### src/rtl/cbus_rr_arbiter_pkg.sv
// -----------------------------------------------------------------------------
// cbus_rr_arbiter_pkg
// Shared cache-bus (cbus) request/response types used by the cbus arbiter and
// its round-robin picker, plus a small helper that sizes requester indices.
//   cbus_req_t  : valid, write, addr, wdata   (requester -> memory side)
//   cbus_resp_t : ready, last, data           (memory side -> requester)
// -----------------------------------------------------------------------------
package cbus_rr_arbiter_pkg;

  localparam int CBUS_ADDR_W = 32;
  localparam int CBUS_DATA_W = 32;

  typedef struct packed {
    logic                   valid;
    logic                   write;
    logic [CBUS_ADDR_W-1:0] addr;
    logic [CBUS_DATA_W-1:0] wdata;
  } cbus_req_t;

  typedef struct packed {
    logic                   ready;
    logic                   last;
    logic [CBUS_DATA_W-1:0] data;
  } cbus_resp_t;

  // Index width for n requesters; a single requester still needs one bit.
  function automatic int idx_width(input int n);
    return (n > 1) ? $clog2(n) : 1;
  endfunction

endpackage

### src/rtl/cbus_rr_arbiter_rr_pick.sv
// -----------------------------------------------------------------------------
// cbus_rr_arbiter_rr_pick
// Purely combinational round-robin picker: returns the first asserted bit of
// valid_vec scanning rr_ptr+1, rr_ptr+2, ... modulo NUM_INPUTS.
// Ports:
//   valid_vec [NUM_INPUTS] in   request valid per requester
//   rr_ptr    [IDX_W]      in   most recently served requester
//   pick      [IDX_W]      out  chosen requester (0 when none)
//   any                    out  at least one requester is valid
// -----------------------------------------------------------------------------
module cbus_rr_arbiter_rr_pick
  import cbus_rr_arbiter_pkg::*;
#(
  parameter  int NUM_INPUTS = 4,
  localparam int IDX_W      = idx_width(NUM_INPUTS)
) (
  input  logic [NUM_INPUTS-1:0] valid_vec,
  input  logic [IDX_W-1:0]      rr_ptr,
  output logic [IDX_W-1:0]      pick,
  output logic                  any
);

  logic [IDX_W-1:0] cand;

  always_comb begin
    pick = '0;
    any  = 1'b0;
    cand = '0;
    // Offsets 1..NUM_INPUTS so rr_ptr itself is checked last.
    for (int k = 1; k <= NUM_INPUTS; k++) begin
      cand = IDX_W'((int'(rr_ptr) + k) % NUM_INPUTS);
      if (!any && valid_vec[cand]) begin
        any  = 1'b1;
        pick = cand;
      end
    end
  end

endmodule

### src/rtl/cbus_rr_arbiter.sv
// -----------------------------------------------------------------------------
// cbus_rr_arbiter
// Shares one cbus master port among NUM_INPUTS requesters with round-robin
// priority. The grant is decided combinationally in IDLE (no added latency)
// and then held on the owning requester until the response beat carrying
// oresp.last.
// Optional feature macro: CBUS_ARB_TIMEOUT_EN -- adds a watchdog that aborts a
// transaction after TIMEOUT_CYCLES stalled cycles and hands the requester a
// synthetic last beat so it unblocks.
// Ports:
//   clk          in   clock
//   reset        in   synchronous, active-low reset
//   ireqs        in   per-requester requests   [NUM_INPUTS]
//   iresps       out  per-requester responses  [NUM_INPUTS]
//   oreq         out  forwarded request
//   oresp        in   downstream response
//   grant_valid  out  a requester owns the bus this cycle
//   grant_idx    out  owning requester (0 when grant_valid=0)
//   timeout_err  out  one-cycle pulse when the watchdog fires
// -----------------------------------------------------------------------------
module cbus_rr_arbiter
  import cbus_rr_arbiter_pkg::*;
#(
  parameter  int NUM_INPUTS     = 4,
  parameter  int TIMEOUT_CYCLES = 256,
  localparam int IDX_W          = idx_width(NUM_INPUTS)
) (
  input  logic             clk,
  input  logic             reset,
  input  cbus_req_t        ireqs  [NUM_INPUTS],
  output cbus_resp_t       iresps [NUM_INPUTS],
  output cbus_req_t        oreq,
  input  cbus_resp_t       oresp,
  output logic             grant_valid,
  output logic [IDX_W-1:0] grant_idx,
  output logic             timeout_err
);

  if (NUM_INPUTS < 1 || TIMEOUT_CYCLES < 2) begin : g_param_chk
    $error("cbus_rr_arbiter: NUM_INPUTS must be >= 1 and TIMEOUT_CYCLES >= 2");
  end

  typedef enum logic {ARB_IDLE, ARB_BUSY} arb_state_e;

  arb_state_e       state_q, state_d;
  logic [IDX_W-1:0] rr_ptr_q, rr_ptr_d;
  logic [IDX_W-1:0] lock_idx_q, lock_idx_d;

  logic [NUM_INPUTS-1:0] valid_vec;
  logic [IDX_W-1:0]      pick;
  logic                  pick_any;

`ifdef CBUS_ARB_TIMEOUT_EN
  localparam int WD_W = $clog2(TIMEOUT_CYCLES) + 1;
  logic [WD_W-1:0] wd_q, wd_d;
`endif

  always_comb begin
    for (int i = 0; i < NUM_INPUTS; i++) begin
      valid_vec[i] = ireqs[i].valid;
    end
  end

  cbus_rr_arbiter_rr_pick #(
    .NUM_INPUTS (NUM_INPUTS)
  ) u_rr_pick (
    .valid_vec (valid_vec),
    .rr_ptr    (rr_ptr_q),
    .pick      (pick),
    .any       (pick_any)
  );

  always_comb begin
    state_d     = state_q;
    rr_ptr_d    = rr_ptr_q;
    lock_idx_d  = lock_idx_q;
    oreq        = '0;
    for (int i = 0; i < NUM_INPUTS; i++) begin
      iresps[i] = '0;
    end
    grant_valid = 1'b0;
    grant_idx   = '0;
    timeout_err = 1'b0;
`ifdef CBUS_ARB_TIMEOUT_EN
    wd_d        = wd_q;
`endif

    case (state_q)
      ARB_IDLE: begin
        if (pick_any) begin
          oreq         = ireqs[pick];
          iresps[pick] = oresp;
          grant_valid  = 1'b1;
          grant_idx    = pick;
`ifdef CBUS_ARB_TIMEOUT_EN
          wd_d         = '0;
`endif
          // A single-beat transaction that completes in the grant cycle
          // never enters BUSY.
          if (oresp.ready && oresp.last) begin
            rr_ptr_d = pick;
          end else begin
            state_d    = ARB_BUSY;
            lock_idx_d = pick;
          end
        end
      end

      ARB_BUSY: begin
        // Owner stays locked even if its valid drops; no preemption.
        oreq               = ireqs[lock_idx_q];
        iresps[lock_idx_q] = oresp;
        grant_valid        = 1'b1;
        grant_idx          = lock_idx_q;
        if (oresp.ready && oresp.last) begin
          state_d  = ARB_IDLE;
          rr_ptr_d = lock_idx_q;
        end
`ifdef CBUS_ARB_TIMEOUT_EN
        if (oresp.ready) begin
          wd_d = '0;
        end else if (wd_q == WD_W'(TIMEOUT_CYCLES - 1)) begin
          // Synthetic terminating beat so the stalled requester unblocks.
          state_d                  = ARB_IDLE;
          rr_ptr_d                 = lock_idx_q;
          timeout_err              = 1'b1;
          iresps[lock_idx_q].ready = 1'b1;
          iresps[lock_idx_q].last  = 1'b1;
          iresps[lock_idx_q].data  = '0;
          wd_d                     = '0;
        end else begin
          wd_d = wd_q + WD_W'(1);
        end
`endif
      end

      default: state_d = ARB_IDLE;
    endcase
  end

  always_ff @(posedge clk) begin
    if (!reset) begin
      state_q    <= ARB_IDLE;
      rr_ptr_q   <= IDX_W'(NUM_INPUTS - 1);
      lock_idx_q <= '0;
    end else begin
      state_q    <= state_d;
      rr_ptr_q   <= rr_ptr_d;
      lock_idx_q <= lock_idx_d;
    end
  end

`ifdef CBUS_ARB_TIMEOUT_EN
  always_ff @(posedge clk) begin
    if (!reset) begin
      wd_q <= '0;
    end else begin
      wd_q <= wd_d;
    end
  end
`endif

endmodule

### config.mk
export PLATFORM = sky130hd
export DESIGN_NAME = cbus_rr_arbiter
export DESIGN_NICKNAME = d
export VERILOG_FILES = /design/src/rtl/cbus_rr_arbiter_pkg.sv /design/src/rtl/cbus_rr_arbiter_rr_pick.sv /design/src/rtl/cbus_rr_arbiter.sv
export SDC_FILE = /design/constraint.sdc
export NUM_CORES = 1
export LEC_CHECK = 0
export CORE_AREA = 2 2 198 200
export DETAILED_ROUTE_END_ITERATION = 10
export DIE_AREA = 0 0 200 202
export PLACE_DENSITY = 0.4
export SETUP_SLACK_MARGIN = 0.5
export SLEW_MARGIN = 20
export SYNTH_ARGS = -nofsm -noshare
export SYNTH_HDL_FRONTEND = slang
export SYNTH_SLANG_ARGS = --single-unit
### constraint.sdc
create_clock -name clk -period 2.3 [get_ports clk]
set_input_delay 0.23 -clock clk [delete_from_list [all_inputs] [get_ports clk]]
set_output_delay 0.23 -clock clk [all_outputs]
set_load 0.005 [all_outputs]
==> After elaboration in Yosys (flattened, before gate mapping) <==
Cells that the tools add are included.
{ "word_totals": {"register_bits": 5, "out_inout_bits": 206} }
{ "classes": {"addsub": 4, "magnitude_cmp": 8, "n_eq_ne": 3, "n_mux": 41, "bitwise_logic": 6, "reduce_logical": 11} }
{ "ops": {"columns": ["op", "n"], "rows": [
  ["66-bit 2-to-1 mux", 5],
  ["136-bit AND", 2],
  ["136-bit one-hot mux with 2 select lines", 1],
  ["66-bit binary-select mux with 2-bit select", 2],
  ["34-bit demux with 2-bit select", 2],
  ["136-bit 2-to-1 mux", 1],
  ["66-bit one-hot mux with 2 select lines", 1],
  ["34-bit 2-to-1 mux", 2],
  ["2-bit 2-to-1 mux", 8],
  ["2-bit by 3-bit less-than comparator with 1-bit output, second input constant", 4],
  ["1-bit 2-to-1 mux", 11],
  ["1-bit binary-select mux with 2-bit select", 4],
  ["2-bit one-hot mux with 2 select lines", 2],
  ["3-bit >= comparator, second input constant", 2],
  ["1-bit logical AND", 6],
  ["3-bit by 1-bit less-than comparator with 1-bit output, second input constant", 2],
  ["2-bit NOT with 3-bit output", 2],
  ["3-bit AND reduction", 2],
  ["2-bit by 1-bit adder with 2-bit output, second input constant", 2],
  ["2-bit adder, second input constant", 2],
  ["2-bit != test, second input constant", 2],
  ["1-bit one-hot mux with 2 select lines", 2],
  ["1-bit zero test", 3],
  ["2-bit by 1-bit != test with 1-bit output, second input constant", 1],
  ["1-bit NOT", 2]
]} }

==> Logic depth before layout (Yosys ltp) <==
Gate-level depths: netlist (run 1).
{ "depth": {"ltp_word": 21, "ltp_mapped": 8} }

==> Cells and area by module <==
Synthesis (run 1) repeated with hierarchy kept, for this count alone.
{ "hier_totals": {"cells_unflattened": 662, "hier_area_um2": 5464.0} }
{ "by_module_without_submodules": {"columns": ["mod", "instances", "cells_per_inst", "area_each_um2"], "rows": [
  ["cbus_rr_arbiter", 1, 648, 5372.7],
  ["cbus_rr_arbiter_rr_pick", 1, 14, 91.3]
]} }

==> Least setup slack after synthesis (run 1) <==
OpenSTA, ideal clock, no wires.
{ "synth_path": {"path_kind": "reg2out", "from": "register state_q", "to": "output iresps[38] in the netlist's numbering", "arrival_time_ns": 1.558, "setup_slack_ns": 0.512, "stages_incl_launch_ff": 8, "n_path_buf": 3, "cell_sequence": "dfxtp_1 clkbuf_1 nor2_2 or3b_1 buf_6 o22ai_4 buf_6 and2_1"} }
{ "synth_rtl": {"columns": ["element", "line", "source"], "rows": [
  ["start: declaration", "cbus_rr_arbiter.sv:45", "arb_state_e state_q, state_d;"],
  ["start signal: assignment", "cbus_rr_arbiter.sv:147", "state_q <= state_d;"],
  ["end: declaration", "cbus_rr_arbiter.sv:31", "output cbus_resp_t iresps [NUM_INPUTS],"]
]} }

==> flow_summary.json, run 1 <==
{
  "worst_setup_path_end_kind": "output pin",
  "io_pins": 506,
  "crit_family": "simple AND/OR/NAND/NOR gates",
  "power.leakage_nw": 5.65,
  "routed_wl_mm": 36.8,
  "hold_violations": 0,
  "yosys_warnings": 0,
  "track_usage_pct": 17.0,
  "required_ns": 2.07,
  "yosysTopAreaCellShare_pct": 27.7,
  "critPathMaxFanout": 8,
  "hold_path.class": "reg2reg",
  "dieArea_um2": 40400,
  "grt_max_degree": 35,
  "grt-ovfl-total": 0,
  "async_flop_share_pct": 0,
  "antenna_found_initial": 1,
  "ir_drop_uv": 177,
  "nNetsFinal": 1518,
  "cp.arrival_ns": 2.25,
  "dieHeight_um": 202,
  "avgSynthCellArea_um2": 9.14,
  "vias_per_cell": 4.35,
  "drive_gt1_share_pct": 42.3,
  "violations": "setup timing",
  "maxCapViolCount": 0,
  "num_antenna_cells": 0,
  "routedWlPerCell_um": 21.2,
  "area_delta_synth_final_pct": 149,
  "cp_cell_sequence": "and2b_1 > nor2_1 > or3b_4 > o22ai_4 > buf_6 > buf_6 > buf_12 > clkbuf_16 > and2_1 > clkdlybuf4s15_2",
  "drc": 0,
  "vias": 7542,
  "fin_setup_tns_ns": -13.77,
  "worst_path_most_repeated_cell": "buf_6",
  "ys.flop_type": "dfxtp_1",
  "synth_nets": 878,
  "utilization_pct": 34.4,
  "critPathKind": "reg2out",
  "antenna_left": 0,
  "slew_violations": 0,
  "skew_ns": 0.00329,
  "worstSkewPairLatency_ns": 0.23,
  "synth_cell_type_count": 33,
  "die_w_um": 200,
  "cts.clk_slew.worst_paths_ns": 0.03,
  "place_congestion": 0.781,
  "clockRootBuffer": "clkbuf_16",
  "critPathSlowestCell": "or3b_4",
  "min_period_ns": 2.48,
  "layout_setup_ws_ns": -0.182,
  "portBuffers": 504,
  "combPwrFrac_pct": 91.2,
  "grt_pass1_vias": 8179,
  "cts_hold_buf": 0,
  "cts.sinks": 5,
  "rsz0062_at_grt": "true",
  "swShare_pct": 36.1,
  "initial_core_util_pct": 13.8,
  "path_buf_inv": 5,
  "mappedNetlistArea_um2": 5280,
  "fin_crit_sh_pct": 108,
  "synth_seq_cells": 5,
  "dp_hpwl_mm": 28.0,
  "clock_path_buffers": 2,
  "power.internal_mw": 2.87,
  "critPathLaunchType": "flop",
  "outcome": "finished, violations left",
  "std_cell_rows": 72,
  "switchingPower_mw": 1.62,
  "dr.pass1.iters": 4,
  "yosysMostFrequentCell": "mux2i_1",
  "drt_iter0_drc": 205,
  "synth_common_cells": "mux2i_1 (132), and2_1 (102), nand2_1 (70), mux4_2 (65), o221ai_1 (65)",
  "htree_levels": 1,
  "max_freq_ghz": 0.403,
  "yosysTopAreaCell": "mux4_2",
  "setup_violations": 167,
  "power.share.clock_pct": 6.5,
  "powerDensity_nw_per_um2": 341,
  "core_um2": 38300,
  "r2r_slack_ns": 0.69,
  "pwr-share-seq_pct": 2.3,
  "cts_tree": "yes",
  "yosysSeqAreaShare_pct": 1.89,
  "synth_cells": 578,
  "yosys-top-cells-area": "mux4_2 (28%), mux2i_1 (25%), and2_1 (12%)",
  "grt_pass1_wl_mm": 51.9,
  "max_stage_delay_ns": 0.42,
  "synth_edf_count": 0,
  "cts_made_buffers": 3
}
[metrics by stage]
| stage | instances | power, mW | cell area, µm² | hold slack (ns) | setup WS, ns |
|---|---|---|---|---|---|
| floorplan | 578 | 1.48 | 5280 | 0.376 | 0.512 |
| global placement | 1603 | 3.51 | 11500 | 0.497 | -0.600 |
| detailed placement | 1603 | 3.50 | 11500 | 0.487 | -0.641 |
| CTS | 1704 | 4.29 | 12700 | 0.559 | -0.182 |
| global route | 1735 | 4.76 | 13200 | 0.607 | -0.282 |
| finish | 1735 | 4.49 | 13200 | 0.563 | -0.182 |
[cell families after synthesis]
kind of cell,count (synthesis),share of synthesized area (%)
buf+inv,71,8.46
mux,198,53.2
compound gates,81,13.5
flops,5,1.89
other cells,1,0.0710
simple gates,222,22.9
[sequential cells by signal (all words and copies together) (netlist names)]
name,flops
rr_ptr_q,2
state_q,1
lock_idx_q,2
[power by group through the flow]
| stage | clock network, mW | logic [mW] | registers, mW |
|---|---|---|---|
| floorplan | 0 | 1.38 | 0.0981 |
| global placement | 0 | 3.41 | 0.105 |
| detailed placement | 0 | 3.39 | 0.105 |
| CTS | 0.293 | 3.89 | 0.104 |
| global route | 0.300 | 4.36 | 0.106 |
| finish | 0.291 | 4.09 | 0.104 |
[worst reg2reg max path, stage by stage (launching register included)]
cell and delay [ns]:
dfxtp_2 0.31, and2b_1 0.22, nor2_1 0.07, or3b_4 0.42, buf_4 0.16, buf_6 0.10
a21oi_1 0.15, a211o_1 0.12
[cell type report]
class	instances	area (µm²)
clock buffer	4	78.8
fill	3938	25100
inverter	4	15.0
multi-input combinational	502	5020
sequential	5	110
tap	518	648
timing repair buffer	702	7290
[cells in the final DEF (no fill, tap or decap), drive strengths merged]
cell	n
a211o	1
a211oi	1
a21o	2
a21oi	2
and2	102
and2b	1
and3	2
buf	340
clkbuf	21
clkdlybuf4s15	10
clkdlybuf4s50	330
conb	1
dfxtp	5
dlygate4sd2	1
dlymetal6s2s	4
inv	4
mux2i	132
mux4	66
nand2	70
nand2b	2
nand3	2
nor2	6
nor2b	35
nor4	1
o21ai	5
o221ai	65
o22ai	3
o32a	1
o32ai	1
or3b	1
[path summary, 6_finish.rpt]
check,startpoint,endpoint,depth (start not counted)
worst max-delay path,rr_ptr_q[0],iresps[47],10
worst min-delay path,rr_ptr_q[0],rr_ptr_q[0],3
worst max register to register,rr_ptr_q[0],rr_ptr_q[1],7
worst min register to register,rr_ptr_q[0],rr_ptr_q[0],3
[routing by layer]
layer,global-route usage [%],vias to the layer above,part of all wire (%)
li1,-,3529,-
met1,19.0,3645,38
met2,32.4,341,52
met3,4.24,25,8.5
met4,2.65,2,1.5
met5,0,-,0.046
[repair_timing]
item | 4_1_cts | 5_1_grt
pin swaps | 54 | 40
resized for setup | 725 | 143
setup buffers | 84 | 27
setup endpoints to repair | 207 | 205
gates cloned | 13 | 4
No activity file was read; power rests on OpenSTA's default activity.
==> run 2: changes to the inputs <==
REMOVE_ABC_BUFFERS = 1   (was unset)
clock period = 3 ns   (was 2.3 ns; I/O delays follow)
==> run 2 against run 1 <==
  * Power decreased by 33%
  * Core utilization decreased by 3.0 points
  * Largest power group unchanged
  * Sequential cell count unchanged
  * Highest routed layer unchanged
  * The flow now finishes without violations
  * Critical endpoint is now oreq[0]
==> flow_summary.json, run 2 (synthesized netlist as in run 1, its figures left out) <==
{
  "outcome": "finished, final reports clean",
  "track_usage_pct": 17.7,
  "switchingPower_mw": 1.18,
  "vias": 7256,
  "htree_levels": 1,
  "drt_iter0_drc": 185,
  "critPathKind": "reg2out",
  "antenna_found_initial": 4,
  "slew_violations": 0,
  "layout_commonest_cell": "clkdlybuf4s50_1",
  "std_cell_rows": 72,
  "rsz0062_at_grt": "true",
  "layout.cells.non_filler": 1654,
  "dp.cells": 1589,
  "relSlewSlack_pct": 56.7,
  "fillers": 4073,
  "cts_hold_buf": 0,
  "worst_setup_path_end_kind": "output pin",
  "critPathMaxFanout": 6,
  "dieArea_um2": 40400,
  "power.leakage_nw": 5.07,
  "portBuffers": 504,
  "max_freq_ghz": 0.370,
  "min_period_ns": 2.70,
  "clock_path_buffers": 2,
  "power.share.clock_pct": 7.3,
  "dp_hpwl_mm": 29.3,
  "grt_max_degree": 48,
  "area_delta_synth_final_pct": 127,
  "grt_pass1_vias": 7840,
  "ir_drop_uv": 137,
  "io_pins": 506,
  "worst_pin_slew_ns": 0.649,
  "routedWlPerCell_um": 22.8,
  "pwr-share-seq_pct": 2.8,
  "maxCapViolCount": 0,
  "top_usage_layer": "met2",
  "combPwrFrac_pct": 89.8,
  "fin_crit_sh_pct": 90.1,
  "cp.arrival_ns": 2.40,
  "required_ns": 2.70,
  "drive_gt1_share_pct": 24.3,
  "hold_path.class": "reg2reg",
  "grt_util_met1_pct": 19.8,
  "place_congestion": 0.819,
  "core_um2": 38300,
  "power.internal_mw": 1.84,
  "nNetsFinal": 1435,
  "use_met3_pct": 5.51,
  "hold_violations": 0,
  "cts.clk_slew.worst_paths_ns": 0.03,
  "antenna_left": 0,
  "swShare_pct": 39.1,
  "vias_per_cell": 4.39,
  "clockRootBuffer": "clkbuf_16",
  "critPathLaunchType": "flop",
  "grt-ovfl-total": 0,
  "dr.pass1.iters": 4,
  "largestRegisters": "lock_idx_q: 2 flops, rr_ptr_q: 2 flops, state_q: 1 flops",
  "setup_violations": 0,
  "worstSkewPairLatency_ns": 0.23,
  "cts_made_buffers": 3,
  "grtUsageMet2_pct": 33.0,
  "cts_tree": "yes",
  "drc": 0,
  "routed_wl_mm": 37.7,
  "final_cell_mix": "clkdlybuf4s50_1 (343), mux2i_1 (117), and2_1 (101)",
  "powerDensity_nw_per_um2": 252,
  "cts.sinks": 5,
  "worst_hold_slack_ns": 0.491,
  "skew_ns": 0.000243,
  "dieHeight_um": 202,
  "grt_pass1_wl_mm": 53.5,
  "die_w_um": 200,
  "initial_core_util_pct": 13.8
}
==> run 2: cell types whose count changed in the layout (fill, tap and decap cells not counted), moves of 23 or more <==
cell	delta
clkdlybuf4s15_1	+24
buf_2	-95
buf_6	-91
dlygate4sd2_1	+77
and2_4	-41
buf_12	-23
and2_1	+41
==> run 2: worst paths after layout <==
kind | start | to | slack, ns | cells past startpoint
max | rr_ptr_q[0] | oreq[0] | 0.30 | 8
max reg2reg | rr_ptr_q[0] | rr_ptr_q[1] | 1.16 | 8
min | rr_ptr_q[0] | rr_ptr_q[0] | 0.49 | 2
min reg2reg | rr_ptr_q[0] | rr_ptr_q[0] | 0.49 | 2
==> run 2: repair_timing <==
item / CTS / global route
buffers inserted: 42 / 8
pin swaps: 7 / 12
endpoints found under the setup margin: 203 / 201
gates cloned: 9 / 0
hold endpoints to repair: 0 / 0
resized for setup: 280 / 104
==> run 2: power groups by stage <==
stage | clock network [mW] | registers (mW) | logic, mW
5_1_grt | 0.232 | 0.0870 | 2.89
6_report | 0.221 | 0.0854 | 2.71
4_1_cts | 0.223 | 0.0856 | 2.71
2_1_floorplan | 0 | 0.141 | 1.02
3_5_place_dp | 0 | 0.0915 | 2.55
3_3_place_gp | 0 | 0.0912 | 2.56
==> run 2: critical path, cell delays in order, from the launching register on <==
cell and delay [ns]:
dfxtp_2 0.34, and2b_1 0.21, o21ai_2 0.15, and3_4 0.28
buf_12 0.13, buf_16 0.13, mux2i_4 0.31, o221ai_4 0.15
clkdlybuf4s50_1 0.46
==> run 2: layer usage <==
metal | wire (µm) | share of wire (%)
met2 | 19300 | 51
met3 | 3560 | 9.4
met1 | 14400 | 38
met5 | 13 | 0.034
met4 | 454 | 1.2
==> run 2: per-stage QoR <==
step | setup WS [ns] | utilization [%] | TNS [ns] | area, µm² | power [mW]
after detailed placement | -0.136 | 29.4 | -1.04 | 11300 | 2.64
after global placement | -0.114 | 29.4 | -0.594 | 11300 | 2.66
final | 0.298 | 31.3 | 0 | 12000 | 3.02
after floorplan | -4.19 | - | -556.88 | 4850 | 1.16
after global routing | 0.205 | 31.3 | 0 | 12000 | 3.21
after CTS | 0.293 | 31.2 | 0 | 11900 | 3.01
==> run 2: area by class of cell <==
type / instances / area, µm² / area share, %
Timing Repair Buffer: 619 / 6170 / 51.5
Multi-Input combinational cell: 502 / 4970 / 41.4
Tap cell: 518 / 648 / 5.40
Sequential cell: 5 / 111 / 0.928
Clock buffer: 4 / 78.8 / 0.657
Inverter: 4 / 15.0 / 0.125
Antenna cell: 2 / 5.00 / 0.0417
==> run 3: changes to the inputs <==
PLACE_DENSITY = 0.41   (was 0.4)
SYNTH_HIERARCHICAL = 1   (was unset)
==> run 3 against run 2 <==
  * Area after synthesis up 3.4%
  * Non-clock buffer count up 14
  * Clock skew about the same
  * Critical path depth grew 2
  * Worst hold slack better by 0.048 ns
  * Die area unchanged
  * Register-to-register slack improved by 0.32 ns
  * Sequential power grew 4.9%
  * Via count is 7.5% higher
==> flow_summary.json, run 3 <==
{
  "swShare_pct": 38.3,
  "grt-ovfl-total": 0,
  "skew_ns": 0.000376,
  "grt_util_met1_pct": 16.7,
  "critPathKind": "reg2out",
  "outcome": "finished, final reports clean",
  "drive_gt1_share_pct": 19.4,
  "yosys-top-cells-area": "mux2i_1 (49%), and2_1 (12%), o221ai_1 (11%)",
  "yosysTopAreaCellShare_pct": 48.7,
  "synth_cells": 662,
  "hold_violations": 0,
  "worstSkewPairLatency_ns": 0.23,
  "rsz0062_at_grt": "true",
  "dpl_cell_area_um2": 11400,
  "clockRootBuffer": "clkbuf_16",
  "synth_edf_count": 0,
  "cts_tree": "yes",
  "utilization_pct": 33.7,
  "cts_hold_buf": 0,
  "yosysTopAreaCell": "mux2i_1",
  "yosys_warnings": 6,
  "ir_drop_uv": 156,
  "routedWlPerCell_um": 21.7,
  "final_cell_mix": "clkdlybuf4s50_1 (321), mux2i_1 (252), dlymetal6s2s_1 (119)",
  "async_flop_share_pct": 0,
  "core_um2": 38300,
  "cts_made_buffers": 3,
  "power.internal_mw": 1.91,
  "worst_pin_slew_ns": 0.539,
  "cp_cell_sequence": "a21oi_2 > a31oi_2 > a21oi_4 > buf_12 > buf_16 > buf_12 > buf_6 > mux2i_1 > o221ai_2 > clkdlybuf4s50_1",
  "critPathSlowestCell": "clkdlybuf4s50_1",
  "dieHeight_um": 202,
  "grtUsageMet2_pct": 34.0,
  "power.leakage_nw": 6.47,
  "cts.clk_slew.worst_paths_ns": 0.03,
  "p_total_mw": 3.09,
  "ys.flop_type": "dfxtp_1",
  "hold_path.class": "reg2reg",
  "maxCapViolCount": 0,
  "vias": 7799,
  "area_delta_synth_final_pct": 136,
  "fin_crit_sh_pct": 90.2,
  "clock_path_buffers": 2,
  "grt_pass1_wl_mm": 51.1,
  "slew_violations": 0,
  "setup_violations": 0,
  "initial_core_util_pct": 14.3,
  "cp.arrival_ns": 2.41,
  "portBuffers": 504,
  "drc": 0,
  "nNetsFinal": 1527,
  "antenna_left": 0,
  "critPathMaxFanout": 8,
  "routed_wl_mm": 38.0,
  "max_stage_delay_ns": 0.52,
  "avgSynthCellArea_um2": 8.25,
  "drt_iter0_drc": 213,
  "mappedNetlistArea_um2": 5460,
  "powerDensity_nw_per_um2": 240,
  "dieArea_um2": 40400,
  "track_usage_pct": 16.8,
  "dr.pass1.iters": 4,
  "combPwrFrac_pct": 90.0,
  "die_w_um": 200,
  "yosysMostFrequentCell": "mux2i_1",
  "cts.sinks": 5,
  "synth_cell_type_count": 32,
  "worst_path_most_repeated_cell": "buf_12",
  "synth_common_cells": "mux2i_1 (266), and2_1 (103), o221ai_1 (66), o22a_1 (66), buf_2 (37)",
  "power.share.clock_pct": 7.1,
  "critPathLaunchType": "flop",
  "grt_max_degree": 44,
  "antenna_found_initial": 8,
  "worst_setup_path_end_kind": "output pin",
  "io_pins": 506,
  "layout_commonest_cell": "clkdlybuf4s50_1",
  "pwr-share-seq_pct": 2.9,
  "grt_pass1_vias": 7657,
  "min_period_ns": 2.71,
  "top_usage_layer": "met2",
  "dp_hpwl_mm": 29.0,
  "largestRegisters": "lock_idx_q: 2 flops, rr_ptr_q: 2 flops, state_q: 1 flops",
  "required_ns": 2.70,
  "switchingPower_mw": 1.19,
  "yosysSeqAreaShare_pct": 1.83,
  "vias_per_cell": 4.46,
  "max_freq_ghz": 0.370,
  "use_met3_pct": 4.41,
  "synth_seq_cells": 5,
  "htree_levels": 1,
  "std_cell_rows": 72,
  "relSlewSlack_pct": 64.1,
  "stdcell_area_um2": 12900,
  "place_congestion": 0.828
}
## run 3: cell count changes after synthesis, moves of 3 or more
| cell | before | now |
|---|---|---|
| mux4_2 | 65 | 0 |
| o22a_1 | 0 | 66 |
| nand2b_1 | 2 | 8 |
| nand2_1 | 70 | 7 |
| a21oi_1 | 2 | 5 |
| buf_2 | 24 | 37 |
| clkbuf_1 | 22 | 19 |
| buf_4 | 2 | 15 |
| buf_6 | 19 | 0 |
| mux2i_1 | 132 | 266 |
## run 3: logic make-up (layout without fill, tap and decap cells)
logic type,after synthesis,count (layout),share of synthesized area [%]
AOI/OAI and AO/OA,150,150,23.7
buffers and inverters,75,639,7.17
DFF,5,5,1.83
muxes,266,266,48.7
other,1,6,0.0686
and+or+nand+nor,165,165,18.5
## run 3: layout make-up
class,count,area [µm²]
flip-flops and latches,5,109
inverters,2,7.51
clock buffers,4,78.8
well taps,518,648
diodes,5,12.5
multi-input cells,582,5300
fillers,3977,25400
repair buffers,633,6730
## run 3: path summary, 6_finish.rpt
path | startpoint | to | slack, ns | cells after the start
max | rr_ptr_q[1] | oreq[13] | 0.29 | 10
min | rr_ptr_q[0] | rr_ptr_q[0] | 0.54 | 1
max reg2reg | state_q | rr_ptr_q[0] | 1.48 | 3
min reg2reg | rr_ptr_q[0] | rr_ptr_q[0] | 0.54 | 1
## run 3: repair_timing
| item | 4_1_cts | 5_1_grt |
|---|---|---|
| endpoints found under the setup margin | 205 | 203 |
| gates resized for setup | 147 | 282 |
| pin swaps | 5 | 8 |
| setup buffers | 15 | 50 |
| hold endpoints to repair | 0 | 0 |
| gates cloned | 6 | 5 |
## run 3: per-stage QoR
| step | std cells | setup TNS, ns | hold WS (ns) | setup WS [ns] |
|---|---|---|---|---|
| 2_1_floorplan | 589 | -1766.39 | 0.389 | -9.48 |
| 3_3_place_gp | 1664 | -2.39 | 0.578 | -0.189 |
| 3_5_place_dp | 1664 | -2.95 | 0.555 | -0.177 |
| 4_1_cts | 1689 | 0 | 0.543 | 0.258 |
| 5_1_grt | 1747 | 0 | 0.555 | 0.221 |
| 6_report | 1749 | 0 | 0.539 | 0.294 |
## run 3: per-layer routing
| metal | part of all wire (%) | wire length, µm |
|---|---|---|
| met2 | 55 | 20800 |
| met3 | 7.8 | 2960 |
| met1 | 35 | 13300 |
| met5 | 0.11 | 41 |
| met4 | 2.4 | 911 |
## run 3: critical path: cells and delay by family, from the launching register on
| family | cells | cell delay [ns] |
|---|---|---|
| flops | 1 | 0.39 |
| mux | 1 | 0.12 |
| compound gates | 4 | 0.55 |
| buf+inv | 5 | 1.09 |
## run 3: power by group through the flow
stage	logic, mW	registers (mW)	clock network (mW)
detailed placement	2.45	0.0885	0
global placement	2.47	0.0889	0
floorplan	1.14	0.128	0
CTS	2.61	0.0896	0.220
global route	2.96	0.0912	0.227
finish	2.78	0.0896	0.220
==> variant 1, RTL diff (config.mk and constraints of run 2) <==
Add a define of `CBUS_ARB_TIMEOUT_EN`.
--- a/src/rtl/cbus_rr_arbiter.sv
+++ b/src/rtl/cbus_rr_arbiter.sv
@@ -18,6 +18,8 @@
 //   grant_idx    out  owning requester (0 when grant_valid=0)
 //   timeout_err  out  one-cycle pulse when the watchdog fires
 // -----------------------------------------------------------------------------
+`define CBUS_ARB_TIMEOUT_EN
+
 module cbus_rr_arbiter
   import cbus_rr_arbiter_pkg::*;
 #(
Check against the original RTL: not settled (the Yosys comparison gave no result); the edit may change what the design does.
==> variant 1 against run 2 <==
- sequential cell count increased by 9
- clock power up 18%
- area after synthesis up 13%
- routed wire length rose by 4.6%
- sequential share of layout area grew 1.4 points
- first-iteration DRC count grew 34%
- count of clock-buffer cells in the layout shrank 1
- largest power group unchanged
- power up 11%
- clock skew is 0.0038 ns higher
- cell area rose by 9.2%
- synthesized cell count is 13% higher
- worst setup slack worse by 0.014 ns
- sequential power rose to 2.6 times the old value
==> variant 1: results (changes against run 2) <==
| Metric | Value |
|---|---|
| Run status | `finished, final reports clean (unchanged)` |
| Cell area reported after detailed placement | `11790 µm² (was 11260 µm²)` |
| Multi-input gate count | `568 (was 502)` |
| Final clock period utilization by the worst path | `90.51% (was 90.06%)` |
| Arrival time reported for the critical path endpoint | `2.42 ns (was 2.40 ns)` |
| Via count of the first global-routing pass | `8434 (was 7840)` |
| Comb power frac | `85.5% (was 89.8%)` |
| Seq/Total Area, Yosys | `4.693% (was 1.895%)` |
| Post-DP HPWL | `29360 µm (was 29290 µm)` |
| Hold worst-path end | `wd_q[8] (was rr_ptr_q[0])` |
| Grt met1 use | `20.04% (was 19.84%)` |
| Layout sequential cell count | `14 (was 5)` |
| Area fraction of clock buffers and clock inverters | `0.6013% (was 0.6569%)` |
| Clock network latency to the later pin of the worst-skew pair | `0.25 ns (was 0.23 ns)` |
| Clock Pin Slew Worst Setup and Hold Paths | `0.05 ns (was 0.03 ns)` |
| Endpoint of the worst setup timing path | `oreq[63] (was oreq[0])` |
| Detailed Routing Iterations Pass 1 | `5 (was 4)` |
| Net switching power | `1.255 mW (was 1.179 mW)` |
| Biggest registers after layout | `wd_q x9, lock_idx_q x2, rr_ptr_q x2 (was lock_idx_q x2, rr_ptr_q x2, state_q x1)` |
| Final non-filler cell area | `13110 µm² (was 12000 µm²)` |
| R2R Setup Slk | `0.78 ns (was 1.16 ns)` |
| Non-clock buffering overhead | `50.29% (was 51.45%)` |
| Routed met3 length | `3495 µm (was 3561 µm)` |
| Start point of the critical path | `rr_ptr_q[1] (was rr_ptr_q[0])` |
| Maximum fanout along the worst path | `8 (was 6)` |
## variant 1: cell count changes in the layout (fill, tap and decap cells not counted), moves of 18 or more
cell,run 2,this run
sky130_fd_sc_hd__dlygate4sd2_1,78,60
sky130_fd_sc_hd__and2_4,1,27
sky130_fd_sc_hd__buf_6,15,47
sky130_fd_sc_hd__dlymetal6s2s_1,4,24
sky130_fd_sc_hd__nor2b_1,35,59
sky130_fd_sc_hd__buf_4,60,81
sky130_fd_sc_hd__clkdlybuf4s15_1,24,3
sky130_fd_sc_hd__and2_1,101,38
sky130_fd_sc_hd__clkdlybuf4s50_1,343,319
## variant 1: timing repair
action | CTS | global route
setup buffers | 50 | 38
hold buffers | 0 | 0
cloned | 9 | 3
gates resized for setup | 343 | 238
pin swaps | 14 | 22
setup endpoints to repair | 205 | 185
==> variant 2, RTL diff (config.mk and constraints of run 2) <==
Without the edit above. Change the package constant `CBUS_DATA_W` from 32 to 40.
--- a/src/rtl/cbus_rr_arbiter_pkg.sv
+++ b/src/rtl/cbus_rr_arbiter_pkg.sv
@@ -8,7 +8,7 @@
 package cbus_rr_arbiter_pkg;
 
   localparam int CBUS_ADDR_W = 32;
-  localparam int CBUS_DATA_W = 32;
+  localparam int CBUS_DATA_W = 40;
 
   typedef struct packed {
     logic                   valid;
Ports: changed (resized ireqs, iresps, oreq and oresp); port bits go from 506 to 586. The function was not compared with the original's and may differ.
==> variant 2 against run 2 <==
- non-clock buffer count increased by 145
- register-to-register slack better by 0.14 ns
- global-route usage up 3.3 points
- final cell count is 13% higher
- routed wire length is 24% higher
- sequential power rose by 8.4%
- area after synthesis rose by 17%
- cell area rose by 25%
- sequential cell count stayed put
- worst setup slack improved by 0.032 ns
- first-iteration DRC count increased by 54%
- power grew 29%
- die area is the same
- critical path type unchanged
==> variant 2: results (changes against run 2) <==
| Metric | Value |
|---|---|
| Worst slew margin | `54.06% (was 56.71%)` |
| Met2 Routed Length | `25240 µm (was 19290 µm)` |
| Top cell family by delay on the critical path | `simple AND/OR/NAND/NOR gates (was buffers and inverters)` |
| Final-layout worst hold slack | `0.5059 ns (was 0.4912 ns)` |
| Endpoint of the worst setup timing path | `iresps[21] (was oreq[0])` |
| Routed met3 length | `4375 µm (was 3561 µm)` |
| Via total after detailed routing | `8577 (was 7256)` |
| Arrival time reported for the critical path endpoint | `2.37 ns (was 2.40 ns)` |
| R2R Setup Slk | `1.30 ns (was 1.16 ns)` |
| Cell count after placement | `1753 (was 1589)` |
| Routed wire length | `46930 µm (was 37700 µm)` |
| Number of library cell types mapped by synthesis | `34 (was 33)` |
| Fin Clk Skew | `0.001296 ns (was 0.0002434 ns)` |
| Number of standard cells in the final layout excluding fillers | `1870 (was 1654)` |
| Layout net count | `1692 (was 1435)` |
| Synth top cells by count | `sky130_fd_sc_hd__mux2i_1 (148), sky130_fd_sc_hd__and2_1 (126), sky130_fd_sc_hd__nand2_1 (78), sky130_fd_sc_hd__mux4_2 (74) (was sky130_fd_sc_hd__mux2i_1 (132), sky130_fd_sc_hd__and2_1 (102), sky130_fd_sc_hd__nand2_1 (70), sky130_fd_sc_hd__mux4_2 (65), sky130_fd_sc_hd__o221ai_1 (65))` |
| Worst setup slack after placement | `-0.3209 ns (was -0.1357 ns)` |
| Highest attainable clock frequency | `374.5 MHz (was 370.1 MHz)` |
| Grt met1 use | `22.42% (was 19.84%)` |
| Max rail drop VDD | `0.1755 mV (was 0.1368 mV)` |
| Via count of the first global-routing pass | `9005 (was 7840)` |
| Ratio of cells with drive above 1 in the final layout | `41.01% (was 24.34%)` |
| Run status | `finished, final reports clean (unchanged)` |
| Cell area reported after detailed placement | `12990 µm² (was 11260 µm²)` |
| First-pass GRT wire length | `62810 µm (was 53530 µm)` |
| Slowest stage delay, CP | `0.54 ns (was 0.46 ns)` |
| GRT met2 Usage | `40.76% (was 33.04%)` |
| Detailed router's first-iteration violation count | `284 (was 185)` |
| Pin count of the biggest net entering global routing | `52 (was 48)` |
| Post-DP HPWL | `34740 µm (was 29290 µm)` |
| Depth of the worst register-to-register path | `7 (was 8)` |
| Total global routing track utilization | `21.04% (was 17.70%)` |
| Final RePlAce weighted congestion | `0.8182 (was 0.8185)` |
==> variant 2: cell count changes after synthesis, sizes merged <==
cell,delta
and2,+24
buf,+16
mux2i,+16
mux4,+8
nand2,+8
nor2b,+8
o221ai,+8
clkbuf,-6
==> variant 2: kinds of logic (layout without fill, tap and decap cells) <==
family,count (synthesis),count (layout),synth area share (%)
and+or+nand+nor,262,262,23.08
buffers and inverters,81,772,8.891
DFF,5,5,1.613
AOI/OAI and AO/OA,89,89,15.63
other,1,2,0.06043
muxes,222,222,50.73
==> variant 2: final cells by class <==
class / count / area, µm² / area share (%)
inverter: 4 / 15.01 / 0.1002
antenna: 1 / 2.502 / 0.01671
tap: 518 / 648.1 / 4.327
clock buffer: 4 / 78.83 / 0.5262
multi-input combinational: 574 / 6148 / 41.05
timing repair buffer: 764 / 7973 / 53.22
sequential: 5 / 113.9 / 0.7601
==> variant 2: timing repair <==
item                       in CTS  in global routing
setup endpoints to repair     243                232
pin swaps                      14                 39
resized for setup             376                496
gates cloned                   10                 14
setup buffers                  38                 50
